### src/rtl/mips_ctrl_pkg.sv
// Shared encodings for the multicycle MIPS control unit: opcodes, functs,
// ALU/mux select codes and the controller state type.
package mips_ctrl_pkg;

  localparam logic [5:0] OP_RTYPE = 6'b000000;
  localparam logic [5:0] OP_LW    = 6'b100011;
  localparam logic [5:0] OP_SW    = 6'b101011;
  localparam logic [5:0] OP_BEQ   = 6'b000100;
  localparam logic [5:0] OP_ADDI  = 6'b001000;
  localparam logic [5:0] OP_J     = 6'b000010;

  localparam logic [5:0] F_ADD = 6'b100000;
  localparam logic [5:0] F_SUB = 6'b100010;
  localparam logic [5:0] F_AND = 6'b100100;
  localparam logic [5:0] F_OR  = 6'b100101;
  localparam logic [5:0] F_SLT = 6'b101010;

  localparam logic [2:0] ALU_AND = 3'b000;
  localparam logic [2:0] ALU_OR  = 3'b001;
  localparam logic [2:0] ALU_ADD = 3'b010;
  localparam logic [2:0] ALU_SUB = 3'b110;
  localparam logic [2:0] ALU_SLT = 3'b111;

  localparam logic [1:0] SRCB_B      = 2'b00;
  localparam logic [1:0] SRCB_FOUR   = 2'b01;
  localparam logic [1:0] SRCB_IMM    = 2'b10;
  localparam logic [1:0] SRCB_IMM_SH = 2'b11;

  localparam logic [1:0] PC_ALU    = 2'b00;
  localparam logic [1:0] PC_ALUOUT = 2'b01;
  localparam logic [1:0] PC_JUMP   = 2'b10;

  // ALU operation class requested by the controller; FUNCT defers to the funct field.
  typedef enum logic [1:0] {
    ALUOP_ADD   = 2'b00,
    ALUOP_SUB   = 2'b01,
    ALUOP_FUNCT = 2'b10
  } alu_op_t;

  typedef enum logic [3:0] {
    S_FETCH   = 4'd0,
    S_DECODE  = 4'd1,
    S_MEMADR  = 4'd2,
    S_MEMRD   = 4'd3,
    S_MEMWB   = 4'd4,
    S_MEMWR   = 4'd5,
    S_EXECUTE = 4'd6,
    S_ALUWB   = 4'd7,
    S_BRANCH  = 4'd8,
    S_ADDIEX  = 4'd9,
    S_ADDIWB  = 4'd10,
    S_JUMP    = 4'd11
  } state_t;

endpackage

### src/rtl/mips_multicycle_ctrl_aludec.sv
// ALU decoder: maps ALU-op class and funct to an ALU control code plus a
// valid flag. Kept standalone so the pipelined core can reuse it.
module aludec
  import mips_ctrl_pkg::*;
(
  input  alu_op_t     i_aluop,
  input  logic [5:0]  i_funct,
  output logic [2:0]  o_alucontrol,
  output logic        o_valid
);

  always_comb begin
    o_alucontrol = ALU_AND;
    o_valid      = 1'b1;
    case (i_aluop)
      ALUOP_ADD: o_alucontrol = ALU_ADD;
      ALUOP_SUB: o_alucontrol = ALU_SUB;
      ALUOP_FUNCT: begin
        case (i_funct)
          F_ADD:   o_alucontrol = ALU_ADD;
          F_SUB:   o_alucontrol = ALU_SUB;
          F_AND:   o_alucontrol = ALU_AND;
          F_OR:    o_alucontrol = ALU_OR;
          F_SLT:   o_alucontrol = ALU_SLT;
          default: o_valid      = 1'b0;
        endcase
      end
      default: o_valid = 1'b0;
    endcase
  end

endmodule

### src/rtl/mips_multicycle_ctrl.sv
// Moore control FSM for the multicycle MIPS core. Memory states stretch on
// mem_ready; write/enable strobes are held low while reset is asserted.
module mips_multicycle_ctrl
  import mips_ctrl_pkg::*;
(
  input  logic       clk,
  input  logic       reset,
  input  logic [5:0] op,
  input  logic [5:0] funct,
  input  logic       zero,
  input  logic       mem_ready,
  output logic       mem_req,
  output logic       memwrite,
  output logic       irwrite,
  output logic       lord,
  output logic       pcen,
  output logic [1:0] pcsrc,
  output logic       alusrca,
  output logic [1:0] alusrcb,
  output logic [2:0] alucontrol,
  output logic       regdst,
  output logic       memtoreg,
  output logic       regwrite,
  output logic       illegal
);

  state_t     r_state;
  state_t     w_next;
  alu_op_t    w_aluop;
  logic [2:0] w_aluctl;
  logic       w_funct_valid;
  logic       w_mem_req, w_memwrite, w_irwrite, w_pcen, w_regwrite, w_illegal;

  aludec u_aludec (
    .i_aluop      (w_aluop),
    .i_funct      (funct),
    .o_alucontrol (w_aluctl),
    .o_valid      (w_funct_valid)
  );

  // NOTE: sequential state uses non-blocking assignment so every flop samples pre-edge values.
  always_ff @(posedge clk or negedge reset) begin
    if (!reset) r_state <= S_FETCH;
    else        r_state <= w_next;
  end

  // ALU-op selection lives apart from the main decode so it never reads its own output.
  always_comb begin
    w_aluop = ALUOP_ADD;
    case (r_state)
      S_EXECUTE: w_aluop = ALUOP_FUNCT;
      S_BRANCH:  w_aluop = ALUOP_SUB;
      default:   w_aluop = ALUOP_ADD;
    endcase
  end

  always_comb begin
    // NOTE: every output gets a default first so no path through the case infers a latch.
    w_next     = S_FETCH;
    w_mem_req  = 1'b0;
    w_memwrite = 1'b0;
    w_irwrite  = 1'b0;
    w_pcen     = 1'b0;
    w_regwrite = 1'b0;
    w_illegal  = 1'b0;
    lord       = 1'b0;
    pcsrc      = PC_ALU;
    alusrca    = 1'b0;
    alusrcb    = SRCB_B;
    alucontrol = 3'b000;
    regdst     = 1'b0;
    memtoreg   = 1'b0;
    case (r_state)
      S_FETCH: begin
        w_mem_req  = 1'b1;
        alusrcb    = SRCB_FOUR;
        alucontrol = w_aluctl;
        w_irwrite  = mem_ready;
        w_pcen     = mem_ready;
        w_next     = mem_ready ? S_DECODE : S_FETCH;
      end
      S_DECODE: begin
        alusrcb    = SRCB_IMM_SH;
        alucontrol = w_aluctl;
        case (op)
          OP_LW, OP_SW: w_next = S_MEMADR;
          OP_RTYPE:     w_next = S_EXECUTE;
          OP_BEQ:       w_next = S_BRANCH;
          OP_ADDI:      w_next = S_ADDIEX;
          OP_J:         w_next = S_JUMP;
          default:      w_illegal = 1'b1;
        endcase
      end
      S_MEMADR: begin
        alusrca    = 1'b1;
        alusrcb    = SRCB_IMM;
        alucontrol = w_aluctl;
        w_next     = (op == OP_LW) ? S_MEMRD : S_MEMWR;
      end
      S_MEMRD: begin
        w_mem_req = 1'b1;
        lord      = 1'b1;
        w_next    = mem_ready ? S_MEMWB : S_MEMRD;
      end
      S_MEMWB: begin
        memtoreg   = 1'b1;
        w_regwrite = 1'b1;
      end
      S_MEMWR: begin
        w_mem_req  = 1'b1;
        w_memwrite = 1'b1;
        lord       = 1'b1;
        w_next     = mem_ready ? S_FETCH : S_MEMWR;
      end
      S_EXECUTE: begin
        alusrca    = 1'b1;
        alucontrol = w_aluctl;
        w_illegal  = !w_funct_valid;
        w_next     = w_funct_valid ? S_ALUWB : S_FETCH;
      end
      S_ALUWB: begin
        regdst     = 1'b1;
        w_regwrite = 1'b1;
      end
      S_BRANCH: begin
        alusrca    = 1'b1;
        alucontrol = w_aluctl;
        pcsrc      = PC_ALUOUT;
        w_pcen     = zero;
      end
      S_ADDIEX: begin
        alusrca    = 1'b1;
        alusrcb    = SRCB_IMM;
        alucontrol = w_aluctl;
        w_next     = S_ADDIWB;
      end
      S_ADDIWB: w_regwrite = 1'b1;
      S_JUMP: begin
        pcsrc  = PC_JUMP;
        w_pcen = 1'b1;
      end
      default: w_next = S_FETCH;
    endcase
  end

  assign mem_req  = reset & w_mem_req;
  assign memwrite = reset & w_memwrite;
  assign irwrite  = reset & w_irwrite;
  assign pcen     = reset & w_pcen;
  assign regwrite = reset & w_regwrite;
  assign illegal  = reset & w_illegal;

endmodule

### config.mk
export PLATFORM = sky130hd
export DESIGN_NAME = mips_multicycle_ctrl
export DESIGN_NICKNAME = d
export VERILOG_FILES = /design/src/rtl/mips_ctrl_pkg.sv /design/src/rtl/mips_multicycle_ctrl_aludec.sv /design/src/rtl/mips_multicycle_ctrl.sv
export SDC_FILE = /design/constraint.sdc
export NUM_CORES = 1
export LEC_CHECK = 0
export BUFFER_PORTS_ARGS = -buffer_cell sky130_fd_sc_hd__buf_2
export CELL_PAD_IN_SITES_DETAIL_PLACEMENT = 2
export CELL_PAD_IN_SITES_GLOBAL_PLACEMENT = 2
export CORE_UTILIZATION = 22
export CTS_BUF_LIST = sky130_fd_sc_hd__clkbuf_4 sky130_fd_sc_hd__clkbuf_8
export DETAILED_ROUTE_END_ITERATION = 16
export HOLD_SLACK_MARGIN = 0.12
export PLACE_DENSITY = 0.86
export SLEW_MARGIN = 20
export SYNTH_ARGS = -nofsm -noshare
export SYNTH_HDL_FRONTEND = slang
export SYNTH_HIERARCHICAL = 1
export SYNTH_SLANG_ARGS = --single-unit
export TNS_END_PERCENT = 30
### constraint.sdc
create_clock -name clk -period 1.9 [get_ports clk]
set_input_delay 0.19 -clock clk [delete_from_list [all_inputs] [get_ports clk]]
set_output_delay 0.19 -clock clk [all_outputs]
set_load 0.03 [all_outputs]
==> flow_metrics.py, run 1 <==
metrics = {
    "placed_design": {
        "place_ws_ps": -185,
        "place.gp.congestion": 0.793,
        "placed_area_um2": 983,
        "dp_hpwl_um": 2490,
        "io_buffers": 32,
    },
    "power_and_ir_drop": {
        "clockPowerShare": 0.086,
        "switching_share": 0.552,
        "finalPower_mw": 1.25,
        "ir_drop_v": 0.000309,
        "power_frac_comb": 0.793,
        "leakagePower_nw": 0.531,
        "p_per_area_nw_per_um2": 1090,
        "p_switching_mw": 0.691,
        "intPower_mw": 0.561,
        "p_seq_frac": 0.121,
    },
    "routing": {
        "wirelength_um": 3560,
        "wl_per_cell_um": 20.1,
        "drt-initial-drc-count": 41,
        "firstDrtPassIters": 10,
        "via_count": 963,
        "vias_per_cell": 5.44,
        "drc": 4,
        "ant_nets": 0,
    },
    "worst_setup_path": {
        "path_class": "flip-flop to primary output",
        "critPathMaxStageDelay_ps": 430,
        "cpMaxStageDelayCell": "dfrtp_2",
        "path_cells": "nand2b_4 > nor3_4 > or3b_4 > buf_6 > o41ai_4 > nor2b_2 > buf_6",
        "crit_family": "simple AND/OR/NAND/NOR gates",
        "crit_arrival_ps": 1950,
        "path_max_fanout": 4,
        "critPathBufInv": 2,
        "crit_top_cell": "buf_6",
        "end_kind": "primary output",
        "required_ps": 1710,
        "critPathLaunchType": "flip-flop",
        "rrSetupSlack_ps": -80,
    },
    "cts": {
        "h-tree-depth": 1,
        "cts.path.max_buffers": 2,
        "tritoncts": "built",
        "path_clk_slew_ps": 40,
        "clk_latency_ps": 240,
        "cts_root_buf": "clkbuf_4",
        "numClockSinks": 4,
        "cts_buffers": 3,
    },
    "synthesis": {
        "netlist_top_cells_count": "nor2_1, nor3_1, nand3_1, nor2b_1",
        "synth-seq-cells": 4,
        "yosysMostFrequentCell": "nor2_1",
        "yosysTopAreaCellShare": 0.145,
        "synth-edff-count": 0,
        "netlist_area_um2": 691,
        "ys.warnings.count": 6,
        "synth_nets": 113,
        "yosys_most_used_dff": "dfrtp_1",
        "synth.yosys.seq_area_share": 0.145,
        "synth-simple-area-share": 0.516,
        "synth_xor_xnor_area_share": 0.0254,
        "synth_cell_types": 42,
        "async_flop_share": 1.00,
        "syn_area_per_cell_um2": 7.12,
        "syn_inst": 97,
        "yosys.area_share.adder": 0,
        "synth_top_family_by_area": "simple AND/OR/NAND/NOR gates",
        "synth_compound_area_frac": 0.199,
        "netlist.top_cell.by_area": "dfrtp_1",
        "ys_top_cells_by_area": "dfrtp_1, nor2_1, nor2b_1, nor3_1, nand3_1",
        "yosys-mux-area-fraction": 0.0616,
    },
    "layout": {
        "diodes": 0,
        "largestRegisters": "r_state: 4 flops",
        "multiInputGateArea_um2": 631,
        "syn_to_final_growth_pct": 67.0,
        "regArea_um2": 104,
        "design_area_um2": 1150,
        "utilization": 0.404,
        "drive_gt1_frac": 0.493,
        "fillers": 329,
        "largest_reg_flops": 4,
        "largest_register": "r_state",
        "nNetsFinal": 164,
    },
    "run": {
        "maxCapViolations": 0,
    },
    "sta": {
        "tightestPinTransition_ps": 446,
        "fin_crit_ps": 2140,
        "setup_viol": 7,
        "worst_slack_ps": -236,
        "hold_viol_final": 0,
        "setup_tns_ps": -873,
        "max_freq_mhz": 468,
        "slew_violations": 0,
        "maxSlewHeadroom": 0.700,
        "rsz0062_at_grt": "true",
        "min_period_over_period": 1.12,
        "fin_skew_ps": 1.92,
    },
    "floorplanning": {
        "num_rows": 19,
        "die_area_um2": 3370,
        "fp.dieH_um": 58.0,
        "initial_core_util": 0.242,
        "die_x_um": 58.0,
        "core_area_um2": 2850,
        "io_pins": 33,
    },
    "status": {
        "violations": "design-rule violations, negative setup slack",
        "run_status": "finished with violations",
    },
    "global_route": {
        "gr-total-overflow": 0,
        "grt_pass1_vias": 995,
        "grt_usage": 0.220,
        "antenna_found_initial": 0,
        "grt_pass1_wl_um": 5500,
        "grt_max_degree": 14,
    },
    "worst_hold_path": {
        "min_path_type": "input port to flip-flop",
    },
}
==> what timing repair did <==
item | in CTS | in global routing
endpoints found under the hold margin | 4 | 0
hold buffers | 1 | 0
gates resized for setup | 22 | 5
setup endpoints to repair | 9 | 8
buffers inserted | 3 | 1
pin swaps | 5 | 2
==> final timing paths <==
path                                  from             to  depth (start not counted)
worst max-delay path            r_state[3]  alucontrol[1]                          7
worst min-delay path                 op[3]     r_state[1]                          3
worst max register to register  r_state[3]     r_state[2]                          8
worst min register to register  r_state[0]     r_state[3]                          1
max in group asynchronous            reset     r_state[3]                          2
min in group asynchronous            reset     r_state[2]                          2
==> cell type report <==
class,count,share of cell area
clock buffers,3,0.0195
inverters,3,0.00976
multi-input cells,85,0.547
flip-flops and latches,4,0.0900
well taps,31,0.0336
repair buffers,51,0.300
==> power by group through the flow <==
stage,combinational [mW],sequential [mW],clock [mW]
after floorplan,0.582,0.132,0
after global placement,0.824,0.133,0
after detailed placement,0.865,0.140,0
after CTS,0.940,0.149,0.111
after global routing,1.05,0.155,0.119
final,0.993,0.151,0.108
==> through the flow <==
| stage | hold slack, ps | std cells |
|---|---|---|
| 2_1_floorplan | -106 | 97 |
| 3_3_place_gp | 17.4 | 169 |
| 3_5_place_dp | 24.7 | 169 |
| 4_1_cts | 318 | 176 |
| 5_1_grt | 348 | 177 |
| 6_report | 328 | 177 |
==> cell families (layout without fill, tap and decap cells) <==
family / count (synthesis) / count (layout)
and+or+nand+nor: 63 / 63
AOI/OAI and AO/OA: 16 / 16
buffers and inverters: 8 / 57
muxes: 4 / 4
DFF: 4 / 4
xor gates and xnor gates: 2 / 2
==> worst register-to-register path, delay by kind of cell, from the launching register on <==
family          cells  cell delay, ps
compound gates      4             770
simple gates        4             700
flops               1             430
==> cells in the final DEF (no fill, tap or decap), drive strengths merged, types with 2 or more instances in the layout <==
cell | Yosys | final
a21oi | 3 | 3
dfrtp | 4 | 4
mux2i | 2 | 2
clkbuf | 2 | 3
nor4 | 3 | 3
nand3 | 6 | 6
nand2b | 4 | 4
nor2 | 19 | 19
or3b | 2 | 2
nor3 | 7 | 7
nand3b | 2 | 2
nor4bb | 2 | 2
o21ai | 3 | 3
nand2 | 3 | 3
mux2 | 2 | 2
buf | 3 | 50
nor2b | 6 | 6
inv | 3 | 3
or4 | 2 | 2
==> routing by layer <==
layer  vias to the layer above  routed length (um)  global-route usage
li1                        456                   -                   -
met2                        23                1900               0.389
met3                         6                  87              0.0290
met4                         0                  38              0.0850
met5                         -                   0                   0
met1                       478                1540               0.270
Power figures use the tool's default switching activity.
==> run 2, diff against run 1 <==
MAX_ROUTING_LAYER = met4   (was unset)
==> run 2 against run 1 <==
Hold slack better by 2.3 ps. Via count up 0.73%. Cell count unchanged. Die area unchanged. Combinational power about the same. The flow still finishes with violations (design-rule violations, negative setup slack). Register-to-register slack worse by 20 ps. Design area unchanged. First-iteration DRC count up 24%. Highest routed layer unchanged. Routed wire length up 0.51%. Critical path depth unchanged.
==> flow_metrics.py, run 2 (synthesized netlist as in run 1, its figures left out) <==
metrics = {
    "layout": {
        "largest_register": "r_state",
        "fillers": 329,
        "nNetsFinal": 164,
        "syn_to_final_growth_pct": 67.0,
        "stdcell_count": 177,
        "drive_gt1_frac": 0.493,
        "largestRegisters": "r_state: 4 flops",
        "diodes": 0,
        "design_area_um2": 1150,
        "largest_reg_flops": 4,
        "final_cell_mix": "buf_2, nor2_1, buf_4",
        "utilization": 0.404,
        "layout_commonest_cell": "buf_2",
    },
    "sta": {
        "whs_ps": 330,
        "max_freq_mhz": 469,
        "min_period_over_period": 1.12,
        "slew_violations": 0,
        "maxSlewHeadroom": 0.696,
        "setup_tns_ps": -874,
        "rsz0062_at_grt": "true",
        "setup_viol": 6,
        "fin_skew_ps": 1.11,
        "hold_viol_final": 0,
        "tightestPinTransition_ps": 451,
        "fin_crit_ps": 2130,
        "worst_slack_ps": -234,
    },
    "routing": {
        "highest_layer": "met4",
        "vias_per_cell": 5.48,
        "wl_met3_um": 120,
        "drt-met1-wl_um": 1520,
        "wl_per_cell_um": 20.2,
        "drt-initial-drc-count": 51,
        "wirelength_um": 3580,
        "met2WireLength_um": 1890,
        "via_count": 970,
        "ant_nets": 0,
        "drc": 4,
        "firstDrtPassIters": 10,
    },
    "floorplanning": {
        "die_x_um": 58.0,
        "fp.dieH_um": 58.0,
        "io_pins": 33,
        "die_area_um2": 3370,
        "initial_core_util": 0.242,
        "core_area_um2": 2850,
        "num_rows": 19,
    },
    "cts": {
        "cts_buffers": 3,
        "path_clk_slew_ps": 40,
        "numClockSinks": 4,
        "tritoncts": "built",
        "cts.path.max_buffers": 2,
        "h-tree-depth": 1,
        "cts_root_buf": "clkbuf_4",
        "clk_latency_ps": 240,
    },
    "power_and_ir_drop": {
        "finalPower_mw": 1.25,
        "p_seq_frac": 0.121,
        "power_frac_comb": 0.794,
        "ir_drop_v": 0.000307,
        "p_per_area_nw_per_um2": 1090,
        "intPower_mw": 0.561,
        "p_switching_mw": 0.691,
        "clockPowerShare": 0.086,
        "switching_share": 0.552,
        "leakagePower_nw": 0.531,
    },
    "worst_setup_path": {
        "rrSetupSlack_ps": -100,
        "crit_arrival_ps": 1940,
        "path_cells": "nand2b_4 > nor3_4 > or3b_4 > buf_6 > o41ai_4 > nor2b_2 > buf_6",
        "critPathBufInv": 2,
        "worstReg2RegEnd": "r_state[2]",
        "path_class": "flip-flop to primary output",
        "crit_family": "simple AND/OR/NAND/NOR gates",
        "worstRegToRegCells": 8,
        "required_ps": 1710,
        "critPathMaxStageDelay_ps": 430,
        "end_kind": "primary output",
        "crit_top_cell": "buf_6",
        "critPathLaunchType": "flip-flop",
        "path_max_fanout": 4,
        "cpMaxStageDelayCell": "dfrtp_2",
        "r2r_start": "r_state[3]",
    },
    "worst_hold_path": {
        "hold_end": "r_state[1]",
        "whs_path_depth": 3,
        "worstHoldStart": "op[3]",
        "min_path_type": "input port to flip-flop",
    },
    "placed_design": {
        "dp_hpwl_um": 2490,
        "io_buffers": 32,
        "place_ws_ps": -185,
        "placedCellCount": 169,
        "placed_area_um2": 983,
        "place.gp.congestion": 0.804,
    },
    "run": {
        "maxCapViolations": 0,
    },
    "status": {
        "run_status": "finished with violations",
        "violations": "design-rule violations, negative setup slack",
    },
    "global_route": {
        "grt_max_degree": 14,
        "grt_usage": 0.227,
        "antenna_found_initial": 0,
        "gr-total-overflow": 0,
        "grt_pass1_wl_um": 5490,
        "grt_pass1_vias": 993,
    },
}
run 2: worst max-delay path by stage:
stage | depth (start not counted) | to | slack (ps) | start
finish | 7 | alucontrol[1] | -230 | r_state[3]
global route | 7 | alucontrol[1] | -310 | r_state[2]
CTS | 7 | alucontrol[1] | -260 | r_state[3]
detailed placement | 8 | r_state[2] | -180 | r_state[3]
global placement | 7 | illegal | -20 | r_state[3]
floorplan | 6 | illegal | -110 | r_state[3]
run 2: final cells by class:
| cell class | instances | area [um2] | area share |
|---|---|---|---|
| multi-input cells | 85 | 631 | 0.547 |
| inverters | 3 | 11.3 | 0.00976 |
| well taps | 31 | 38.8 | 0.0336 |
| clock buffers | 3 | 22.5 | 0.0195 |
| flip-flops and latches | 4 | 104 | 0.0900 |
| repair buffers | 51 | 347 | 0.300 |
run 2: layer usage:
layer / global-route usage / vias to the layer above
li1: - / 455
met1: 0.269 / 476
met2: 0.389 / 33
met3: 0.0313 / 6
met4: 0.0850 / 0
met5: - / -
run 2: worst register-to-register path: stages, from the launching register on:
cell	delay [ps]
dfrtp_2	430
nand2b_4	100
nor3_4	50
or3b_4	400
o31ai_4	370
nand3b_1	150
a31oi_2	210
o21ai_1	90
o211ai_1	110
run 2: power groups by stage:
stage | combinational (mW) | clock, mW | sequential, mW
after floorplan | 0.582 | 0 | 0.132
after global placement | 0.824 | 0 | 0.133
after detailed placement | 0.865 | 0 | 0.140
after CTS | 0.940 | 0.111 | 0.149
after global routing | 1.05 | 0.119 | 0.155
final | 0.994 | 0.107 | 0.151
run 2: what timing repair did:
item,in CTS,in global routing
setup endpoints to repair,9,8
hold buffers,1,0
pin swaps,5,2
resized for setup,22,5
buffers inserted,3,1
hold endpoints to repair,4,0
==> run 3, diff against run 2 <==
ABC_AREA = 1   (was unset)
CORE_UTILIZATION = 18   (was 22)
PLACE_DENSITY = unset   (was 0.86)
PLACE_DENSITY_LB_ADDON = 0.1   (was unset)
==> run 3 against run 2 <==
The run now ends clean. Flip-flop and latch count unchanged. Clock-buffer cell count unchanged. Maximum frequency increased by 15%. Core utilization decreased by 9.2 points. Setup slack improved by 270 ps. Routed wire length decreased by 27%. Clock power increased by 6%. First-iteration DRC count decreased by 63%. Sequential share of layout area increased by 0.80 points. Global-route usage decreased by 8.5 points. Synthesized cell count increased by 32%. Critical path depth increased by 4. Highest routed layer unchanged.
==> flow_metrics.py, run 3 <==
metrics = {
    "status": {
        "run_status": "completed",
    },
    "worst_hold_path": {
        "worstHoldStart": "mem_ready",
        "min_path_type": "input port to flip-flop",
        "whs_path_depth": 3,
        "hold_end": "r_state[2]",
    },
    "global_route": {
        "gr-total-overflow": 0,
        "grt_usage": 0.142,
        "antenna_found_initial": 0,
        "grt_max_degree": 9,
        "grt_pass1_vias": 909,
        "grt_pass1_wl_um": 3930,
    },
    "power_and_ir_drop": {
        "leakagePower_nw": 0.607,
        "p_per_area_nw_per_um2": 568,
        "ir_drop_v": 0.000205,
        "finalPower_mw": 0.602,
    },
    "cts": {
        "numClockSinks": 4,
        "cts_root_buf": "clkbuf_4",
        "clk_latency_ps": 250,
        "tritoncts": "built",
        "path_clk_slew_ps": 40,
        "cts.path.max_buffers": 2,
        "h-tree-depth": 1,
        "cts_buffers": 3,
    },
    "routing": {
        "drt-initial-drc-count": 19,
        "wirelength_um": 2600,
        "ant_nets": 0,
        "drc": 0,
        "firstDrtPassIters": 4,
        "wl_per_cell_um": 11.8,
        "via_count": 975,
        "vias_per_cell": 4.43,
    },
    "worst_setup_path": {
        "end_kind": "primary output",
        "worstRegToRegCells": 10,
        "critPathMaxStageDelay_ps": 390,
        "required_ps": 1710,
        "path_cells": "inv_2 > nor2_4 > nand2_1 > inv_2 > buf_4 > nor2_4 > nand3_2 > o21ai_2 > inv_1 > nor2_1 > buf_4",
        "cpMaxStageDelayCell": "dfrtp_1",
        "critPathBufInv": 5,
        "crit_arrival_ps": 1670,
        "path_max_fanout": 5,
        "path_class": "flip-flop to primary output",
        "worstReg2RegEnd": "r_state[1]",
        "critPathLaunchType": "flip-flop",
        "r2r_start": "r_state[0]",
        "crit_family": "buffers and inverters",
        "rrSetupSlack_ps": 320,
    },
    "layout": {
        "multiInputGateArea_um2": 489,
        "utilization": 0.313,
        "design_area_um2": 1060,
        "syn_to_final_growth_pct": 63.2,
        "layout_commonest_cell": "buf_2",
        "largestRegisters": "r_state: 4 flops",
        "stdcell_count": 220,
        "final_cell_mix": "buf_2, inv_1, nor2_1, nand2_1, nand3_1",
        "diodes": 0,
        "drive_gt1_frac": 0.437,
        "fillers": 438,
        "regArea_um2": 104,
        "largest_register": "r_state",
        "largest_reg_flops": 4,
        "nNetsFinal": 192,
    },
    "placed_design": {
        "io_buffers": 32,
        "placed_area_um2": 880,
        "placedCellCount": 207,
        "dp_hpwl_um": 2110,
        "place.gp.congestion": 0.758,
    },
    "synthesis": {
        "ys_top_cells_by_area": "inv_1, nor2_1, dfrtp_1, nand2_1, nand3_1",
        "synth.yosys.seq_area_share": 0.154,
        "yosys_most_used_dff": "dfrtp_1",
        "ys.warnings.count": 6,
        "yosysMostFrequentCell": "inv_1",
        "synth-seq-cells": 4,
        "synth_nets": 144,
        "yosysTopAreaCellShare": 0.173,
        "synth-edff-count": 0,
        "synth_cell_types": 19,
        "netlist_area_um2": 649,
        "netlist.top_cell.by_area": "inv_1",
        "syn_area_per_cell_um2": 5.07,
        "netlist_top_cells_count": "inv_1, nor2_1, nand2_1, nand3_1, nor3_1",
        "syn_inst": 128,
        "async_flop_share": 1.00,
    },
    "floorplanning": {
        "num_rows": 21,
        "initial_core_util": 0.192,
        "die_x_um": 62.1,
        "die_area_um2": 3850,
        "fp.dieH_um": 62.1,
        "core_area_um2": 3390,
        "io_pins": 33,
    },
    "sta": {
        "maxSlewHeadroom": 0.805,
        "hold_viol_final": 0,
        "fin_skew_ps": 5.86,
        "setup_tns_ps": 0,
        "setup_viol": 0,
        "tightestPinTransition_ps": 289,
        "fin_crit_ps": 1860,
        "slew_violations": 0,
        "max_freq_mhz": 537,
        "rsz0062_at_grt": "true",
        "min_period_over_period": 0.980,
    },
    "run": {
        "maxCapViolations": 0,
    },
}
run 3: cell families (layout without fill, tap and decap cells):
logic type	after synthesis	in the layout	share of synthesized area
simple gates	79	79	0.530
buf+inv	32	78	0.191
compound gates	13	13	0.125
flops	4	4	0.154
run 3: layout make-up:
class                      count  area share
multi-input combinational     92       0.462
timing repair buffer          44       0.253
inverter                      31       0.112
tap                           46      0.0543
sequential                     4      0.0980
clock buffer                   3      0.0213
run 3: routing by layer:
| layer | track usage | part of all wire |
|---|---|---|
| met5 | - | 0 |
| met4 | 0.00952 | 0.0039 |
| met3 | 0.0373 | 0.034 |
| met2 | 0.251 | 0.54 |
| met1 | 0.168 | 0.42 |
run 3: worst max path at each step:
| stage | from | end | slack (ps) | depth (start not counted) |
|---|---|---|---|---|
| after floorplan | r_state[2] | alucontrol[0] | 40 | 5 |
| after global placement | r_state[1] | alucontrol[2] | 60 | 11 |
| after detailed placement | r_state[1] | alucontrol[0] | 40 | 10 |
| after CTS | r_state[1] | alucontrol[2] | -9 | 11 |
| after global routing | r_state[3] | alucontrol[2] | -90 | 11 |
| final | r_state[3] | alucontrol[2] | 40 | 11 |
run 3: worst register-to-register path, delay by kind of cell, from the launching register on:
family        cells  cell delay, ps
simple gates      9             940
buf+inv           1             100
flops             1             440
run 3: through the flow:
step                setup WS [ps]  hold WS (ps)
CTS                         -9.12           294
global placement             62.6          29.4
global route                -91.6           330
finish                       38.9           297
floorplan                    42.6          -106
detailed placement           40.3          36.3
run 3: what timing repair did:
| item | 4_1_cts | 5_1_grt |
|---|---|---|
| gates cloned | 0 | 0 |
| hold buffers | 1 | 0 |
| setup endpoints to repair | 3 | 5 |
| gates resized for setup | 16 | 15 |
| pin swaps | 6 | 8 |
| setup buffers | 5 | 4 |
| hold endpoints to repair | 4 | 0 |
run 3: where the power goes:
| group | leakage (nW) | switching, mW | internal, mW |
|---|---|---|---|
| clock | 0.0138 | 0.0414 | 0.0711 |
| combinational | 0.544 | 0.241 | 0.129 |
| sequential | 0.0496 | 0.0200 | 0.0991 |
